`src/rtl/mprj_io_cfg_shifter.sv`:
```
// rtl/mprj_io_cfg_shifter.sv - shadow registers and serial daisy-chain loader for the GPIO pad ring.
// Optional MPRJ_CFG_AUTOLOAD_EN: self-start one transfer (D = all ones) right after reset.
module mprj_io_cfg_shifter #(
  parameter int NUM_PADS = 38,
  parameter int CFG_BITS = 13,
  parameter int ADDR_W   = 6,
  parameter int DIV_W    = 4,
  parameter logic [CFG_BITS-1:0] CFG_INIT = 13'h1803
) (
  input  logic                wb_clk_i,
  input  logic                wb_rst_i,
  input  logic                cfg_we,
  input  logic [ADDR_W-1:0]   cfg_addr,
  input  logic [CFG_BITS-1:0] cfg_wdata,
  output logic [CFG_BITS-1:0] cfg_rdata,
  output logic                cfg_err,
  input  logic                xfer_start,
  input  logic [DIV_W-1:0]    clk_div,
  output logic                busy,
  output logic                done,
  output logic                serial_clock,
  output logic                serial_load,
  output logic                serial_data_out
);

  localparam int NB    = NUM_PADS * CFG_BITS;
  localparam int CNT_W = $clog2(NB);

  typedef enum logic [2:0] {IDLE, SHIFT_LO, SHIFT_HI, LOAD, DONE} state_t;

  state_t                state;
  logic [CFG_BITS-1:0]   shadow [NUM_PADS];
  logic [NB-1:0]         flat;
  logic [CFG_BITS-1:0]   rd_word;
  logic                  addr_ok;
  logic                  we_ok;
  logic [DIV_W-1:0]      div;
  logic [DIV_W-1:0]      ph;
  logic [CNT_W-1:0]      cnt;
  logic [CNT_W-1:0]      cnt_m1;
  logic                  start;
  logic [DIV_W-1:0]      start_div;
  logic                  first_bit;

  // Pad NUM_PADS-1 occupies the top of the flat vector so shifting from the top gives MSB-first order.
  always_comb begin
    flat    = '0;
    rd_word = '0;
    addr_ok = 1'b0;
    for (int i = 0; i < NUM_PADS; i++) begin
      flat[i*CFG_BITS +: CFG_BITS] = shadow[i];
      if (cfg_addr == ADDR_W'(i)) begin
        rd_word = shadow[i];
        addr_ok = 1'b1;
      end
    end
  end

  assign we_ok  = cfg_we && addr_ok && !busy;
  assign cnt_m1 = cnt - 1'b1;
  // A write landing on the start edge must be the word that ships.
  assign first_bit = (we_ok && cfg_addr == ADDR_W'(NUM_PADS - 1)) ? cfg_wdata[CFG_BITS-1] : flat[NB-1];

`ifdef MPRJ_CFG_AUTOLOAD_EN
  logic auto_pend;
  assign start     = xfer_start || auto_pend;
  assign start_div = auto_pend ? '1 : clk_div;
`else
  assign start     = xfer_start;
  assign start_div = clk_div;
`endif

  always_ff @(posedge wb_clk_i) begin
    if (wb_rst_i) begin
      for (int i = 0; i < NUM_PADS; i++) shadow[i] <= CFG_INIT;
      cfg_rdata       <= CFG_INIT;
      cfg_err         <= 1'b0;
      busy            <= 1'b0;
      done            <= 1'b0;
      serial_clock    <= 1'b0;
      serial_load     <= 1'b0;
      serial_data_out <= 1'b0;
      state           <= IDLE;
      div             <= '0;
      ph              <= '0;
      cnt             <= '0;
`ifdef MPRJ_CFG_AUTOLOAD_EN
      auto_pend       <= 1'b1;
`endif
    end else begin
`ifdef MPRJ_CFG_AUTOLOAD_EN
      auto_pend <= 1'b0;
`endif
      cfg_err <= cfg_we && (!addr_ok || busy);
      for (int i = 0; i < NUM_PADS; i++)
        if (we_ok && cfg_addr == ADDR_W'(i)) shadow[i] <= cfg_wdata;
      cfg_rdata <= we_ok ? cfg_wdata : rd_word;

      case (state)
        IDLE: begin
          if (start) begin
            state           <= SHIFT_LO;
            div             <= start_div;
            cnt             <= CNT_W'(NB - 1);
            ph              <= '0;
            busy            <= 1'b1;
            serial_clock    <= 1'b0;
            serial_data_out <= first_bit;
          end
        end
        SHIFT_LO: begin
          if (ph == div) begin
            ph           <= '0;
            serial_clock <= 1'b1;
            state        <= SHIFT_HI;
          end else ph <= ph + 1'b1;
        end
        SHIFT_HI: begin
          if (ph == div) begin
            ph           <= '0;
            serial_clock <= 1'b0;
            if (cnt == '0) begin
              serial_load     <= 1'b1;
              serial_data_out <= 1'b0;
              state           <= LOAD;
            end else begin
              cnt             <= cnt_m1;
              serial_data_out <= flat[cnt_m1];
              state           <= SHIFT_LO;
            end
          end else ph <= ph + 1'b1;
        end
        LOAD: begin
          if (ph == div) begin
            ph          <= '0;
            serial_load <= 1'b0;
            busy        <= 1'b0;
            done        <= 1'b1;
            state       <= DONE;
          end else ph <= ph + 1'b1;
        end
        DONE: begin
          done  <= 1'b0;
          state <= IDLE;
        end
        default: state <= IDLE;
      endcase
    end
  end

endmodule

```
`config.mk`:
```
export PLATFORM = sky130hd
export DESIGN_NAME = mprj_io_cfg_shifter
export DESIGN_NICKNAME = d
export VERILOG_FILES = /design/src/rtl/mprj_io_cfg_shifter.sv
export SDC_FILE = /design/constraint.sdc
export NUM_CORES = 1
export LEC_CHECK = 0
export CORE_MARGIN = 2
export CORE_UTILIZATION = 35
export DETAILED_ROUTE_END_ITERATION = 10
export HOLD_SLACK_MARGIN = 0.12
export PLACE_DENSITY_LB_ADDON = 0.08
export SLEW_MARGIN = 0
export SYNTH_ARGS = -nofsm -noshare
export SYNTH_HDL_FRONTEND = slang
export SYNTH_SLANG_ARGS = --single-unit
```
`constraint.sdc`:
```
create_clock -name wb_clk_i -period 4.24 [get_ports wb_clk_i]
set_clock_uncertainty 0.1 [all_clocks]
set_input_delay 0.848 -clock wb_clk_i [delete_from_list [all_inputs] [get_ports wb_clk_i]]
set_output_delay 0.848 -clock wb_clk_i [all_outputs]
set_load 0.01 [all_outputs]
```
==> flow_summary_export.csv <==
group,metric,value,unit
grt,grt_max_degree,82,
worst_setup_path,cp_slowest_cell,"ha_4",
power_and_ir_drop,switching_share,0.3192,
routing,dr.pass1.iters,6,
place,gp_congestion,0.9472,
routing,routed-via-count,24450,
timing,hold_viol_final,0,
logic_synthesis,synth_top_family_by_area,"multiplexers",
worst_setup_path,crit_type,"flip-flop to flip-flop",
clock_tree,clock_sinks,533,
clock_tree,path_clk_slew,0.06,ns
timing,drv_slew,0,
floorplan,start_util,0.3525,
hold_path,hold_class,"flip-flop to flip-flop",
place,place_ws,-0.1105,ns
clock_tree,ctsHoldBuffers,0,
worst_setup_path,rr_worst_depth,10,
clock_tree,cts_resized,0,
floorplan,die_area,0.08476,sq mm
logic_synthesis,synth_flop_cell,"edfxtp_1",
final_layout,fin_cells,3923,
logic_synthesis,synth.area.mux_share,0.1527,
clock_tree,cts_tree,"built",
logic_synthesis,ys_seq_area_frac,0.5411,
power_and_ir_drop,p_leak,12.01,nW
logic_synthesis,yosys.area_share.adder,0.0008672,
logic_synthesis,synth_cells,2554,
clock_tree,cts_root_buf,"clkbuf_16",
timing,fin_crit_sh,0.9315,
routing,vias_per_cell,6.233,
final_layout,syn_to_final_growth,22.89,%
worst_setup_path,crit_path_end_kind,"flip-flop",
worst_setup_path,cp.arrival,4.35,ns
clock_tree,cts_setup_buffers,0,
timing,worst_pin_slew,0.9401,ns
place,port_buffers,45,
clock_tree,cts_buffers,67,
timing,fin_crit,3.949,ns
floorplan,core_area,0.08185,sq mm
logic_synthesis,yosysWarnings,0,
routing,antenna_left,0,
power_and_ir_drop,p_int,10.90,mW
routing,routedWlPerCell,33.71,um
worst_setup_path,worstPathCellList,"inv_1 -> ha_4 -> buf_4 -> mux4_2 -> mux4_2 -> mux4_2 -> a2111oi_1 -> buf_4 -> a211o_1 -> a211oi_2",
power_and_ir_drop,p_switching,5.110,mW
timing,setup_slack,0.2906,ns
final_layout,drive_gt1_frac,0.2340,
worst_setup_path,crit_path_frequent_cell,"mux4_2",
routing,drt_iter0_drc,3387,
power_and_ir_drop,ir_worst_vdd,0.4579,mV
final_layout,nets,2827,
logic_synthesis,synthSimpleGateAreaFrac,0.1414,
floorplan,die_y,291.1,um
grt,track_usage,0.3079,
worst_setup_path,worst_ep_required_time,4.64,ns
clock_tree,cts_max_level,3,
routing,wl,132300,um
clock_tree,clk-insertion-delay-late,0.62,ns
power_and_ir_drop,comb_power_share,0.260,
logic_synthesis,synth_xor_area_frac,0.004466,
logic_synthesis,ys_async_sr_fraction,0,
grt,grt_pass1_wl,185600,um
hold_path,holdPathStages,2,
logic_synthesis,syn_area,0.02886,sq mm
logic_synthesis,synthDistinctLibCells,75,
floorplan,die_w,291.1,um
floorplan,row_count,105,
timing,rsz0062_at_grt,"false",
worst_setup_path,cp_max_fo,19,
power_and_ir_drop,clockPowerShare,0.357,
floorplan,io_pins,46,
grt,overflow,0,
grt,grt_pass1_vias,23400,
logic_synthesis,synth_fp_nets,2583,
grt,grt_antenna_before_repair,6,
timing,max_slew_margin,0.3733,
logic_synthesis,ys_ff_latch,533,
timing,setup_viol,0,
worst_setup_path,start_kind,"flip-flop",
timing,fmax,253.2,MHz
routing,drc_errors,0,
place,dp_cells,3799,
logic_synthesis,synth_edf_count,494,
status,status,"finished clean",
power_and_ir_drop,seqPwrFrac,0.383,
worst_setup_path,crit_path_max_incr_delay,0.56,ns
logic_synthesis,synth_compound_gate_area_share,0.1213,
place,dpl.hpwl,96290,um
logic_synthesis,avgSynthCellArea,11.30,sq um
power_and_ir_drop,powerDensity,451.5,mW/mm^2
job,cap_violations,0,
clock_tree,clock_path_buffers,3,
[metrics by stage]
| stage | total power, mW | cell area, sq um | hold slack [ns] | TNS, ns | util |
|---|---|---|---|---|---|
| after floorplan | 8.309 | 28860 | 0.3478 | 0 | - |
| after global placement | 10.29 | 33310 | 0.3652 | -0.02938 | 0.4069 |
| after detailed placement | 10.30 | 33310 | 0.3649 | -0.1368 | 0.4069 |
| after CTS | 16.00 | 35450 | 0.3774 | 0 | 0.4332 |
| after global routing | 16.42 | 35450 | 0.3888 | 0 | 0.4332 |
| final | 16.01 | 35460 | 0.3733 | 0 | 0.4333 |
[final timing paths]
check                            endpoint                 from  slack, ns
max          serial_data_out$_SDFFE_PP0P_  cnt[1]$_SDFFE_PP0P_       0.29
min                   div[1]$_SDFFE_PP0P_  div[1]$_SDFFE_PP0P_       0.37
max reg2reg  serial_data_out$_SDFFE_PP0P_  cnt[1]$_SDFFE_PP0P_       0.29
min reg2reg           div[1]$_SDFFE_PP0P_  div[1]$_SDFFE_PP0P_       0.37
[power groups by stage]
| stage | clock network [mW] | logic (mW) | registers, mW |
|---|---|---|---|
| floorplan | 0 | 2.20 | 6.11 |
| global placement | 0 | 4.05 | 6.24 |
| detailed placement | 0 | 4.06 | 6.24 |
| CTS | 5.79 | 4.08 | 6.13 |
| global route | 5.98 | 4.29 | 6.15 |
| finish | 5.71 | 4.16 | 6.14 |
[registers in the layout (all words and copies together), names as in the netlist, 3 cells and up]
| name | flops |
|---|---|
| cnt | 9 |
| shadow | 494 |
| state | 3 |
| cfg_rdata | 13 |
| div | 4 |
| ph | 4 |
[cell type report]
type,count,area [sq um]
inverter,30,112.6
clock buffer,87,1804
antenna,3,7.507
tap,1070,1339
clock inverter,34,344.1
sequential,533,15620
timing repair buffer,400,3906
fill,7744,46390
multi-input combinational,1766,12330
[cells in the mapped netlist (5+ instances only)]
master,number,area [sq um]
a2111oi_0,12,105.1
a211o_1,7,61.31
a211oi_1,21,157.7
a21o_1,12,90.09
a21oi_1,140,700.7
a221o_1,10,100.1
a221oi_1,24,210.2
a222oi_1,5,50.05
a22o_1,5,43.79
a22oi_1,20,150.1
a311oi_1,7,61.31
a31oi_1,24,150.1
a32oi_1,9,78.83
and2_1,5,31.28
buf_1,24,90.09
buf_2,43,215.2
buf_4,12,90.09
buf_6,6,67.56
clkbuf_1,140,525.5
dfxtp_1,39,780.8
edfxtp_1,494,14830
inv_1,30,112.6
mux2_2,20,225.2
mux2i_1,87,870.8
mux4_2,147,3311
nand2_1,300,1126
nand2b_1,50,312.8
nand3_1,41,205.2
nor2_1,450,1689
nor2b_1,19,118.9
nor3_1,40,200.2
nor3b_1,7,52.55
nor4_1,7,43.79
o211ai_1,16,120.1
o21ai_0,133,665.6
o221ai_1,19,166.4
o22ai_1,33,206.5
o31ai_1,7,52.55
o32ai_1,5,43.79
or2_2,6,37.54
or3_1,7,43.79
xnor2_1,5,43.79
xor2_1,6,52.55
[cells by family after synthesis]
family                     after synthesis
xor gates and xnor gates                13
adders and majority gates                2
AOI/OAI and AO/OA                      543
DFF                                    533
muxes                                  254
and+or+nand+nor                        954
buffers and inverters                  255
[metal layers]
layer / routed length (um) / global-route usage / up-vias
li1: - / - / 10140
met1: 57900 / 0.4638 / 12540
met2: 56620 / 0.4446 / 1526
met3: 13120 / 0.05352 / 241
met4: 4574 / 0.1054 / 6
met5: 36 / 0 / -
[worst max-delay path, delay by kind of cell (launching register included)]
kind                       cells  cell delay [ns]
adders and majority gates      1             0.56
DFF                            1             0.41
buffers and inverters          3             0.70
AOI/OAI and AO/OA              3             0.62
muxes                          3             1.39
[cell usage in the layout (no fill, tap or decap), types with 63 or more instances in the layout]
cell,netlist,layout
buf_4,12,293
buf_12,0,63
edfxtp_1,494,494
o21ai_0,133,133
nor2_1,450,445
nand2_1,300,299
mux2i_1,87,87
mux4_2,147,147
a21oi_1,140,140
clkbuf_16,0,69
Power figures use the tool's default switching activity.
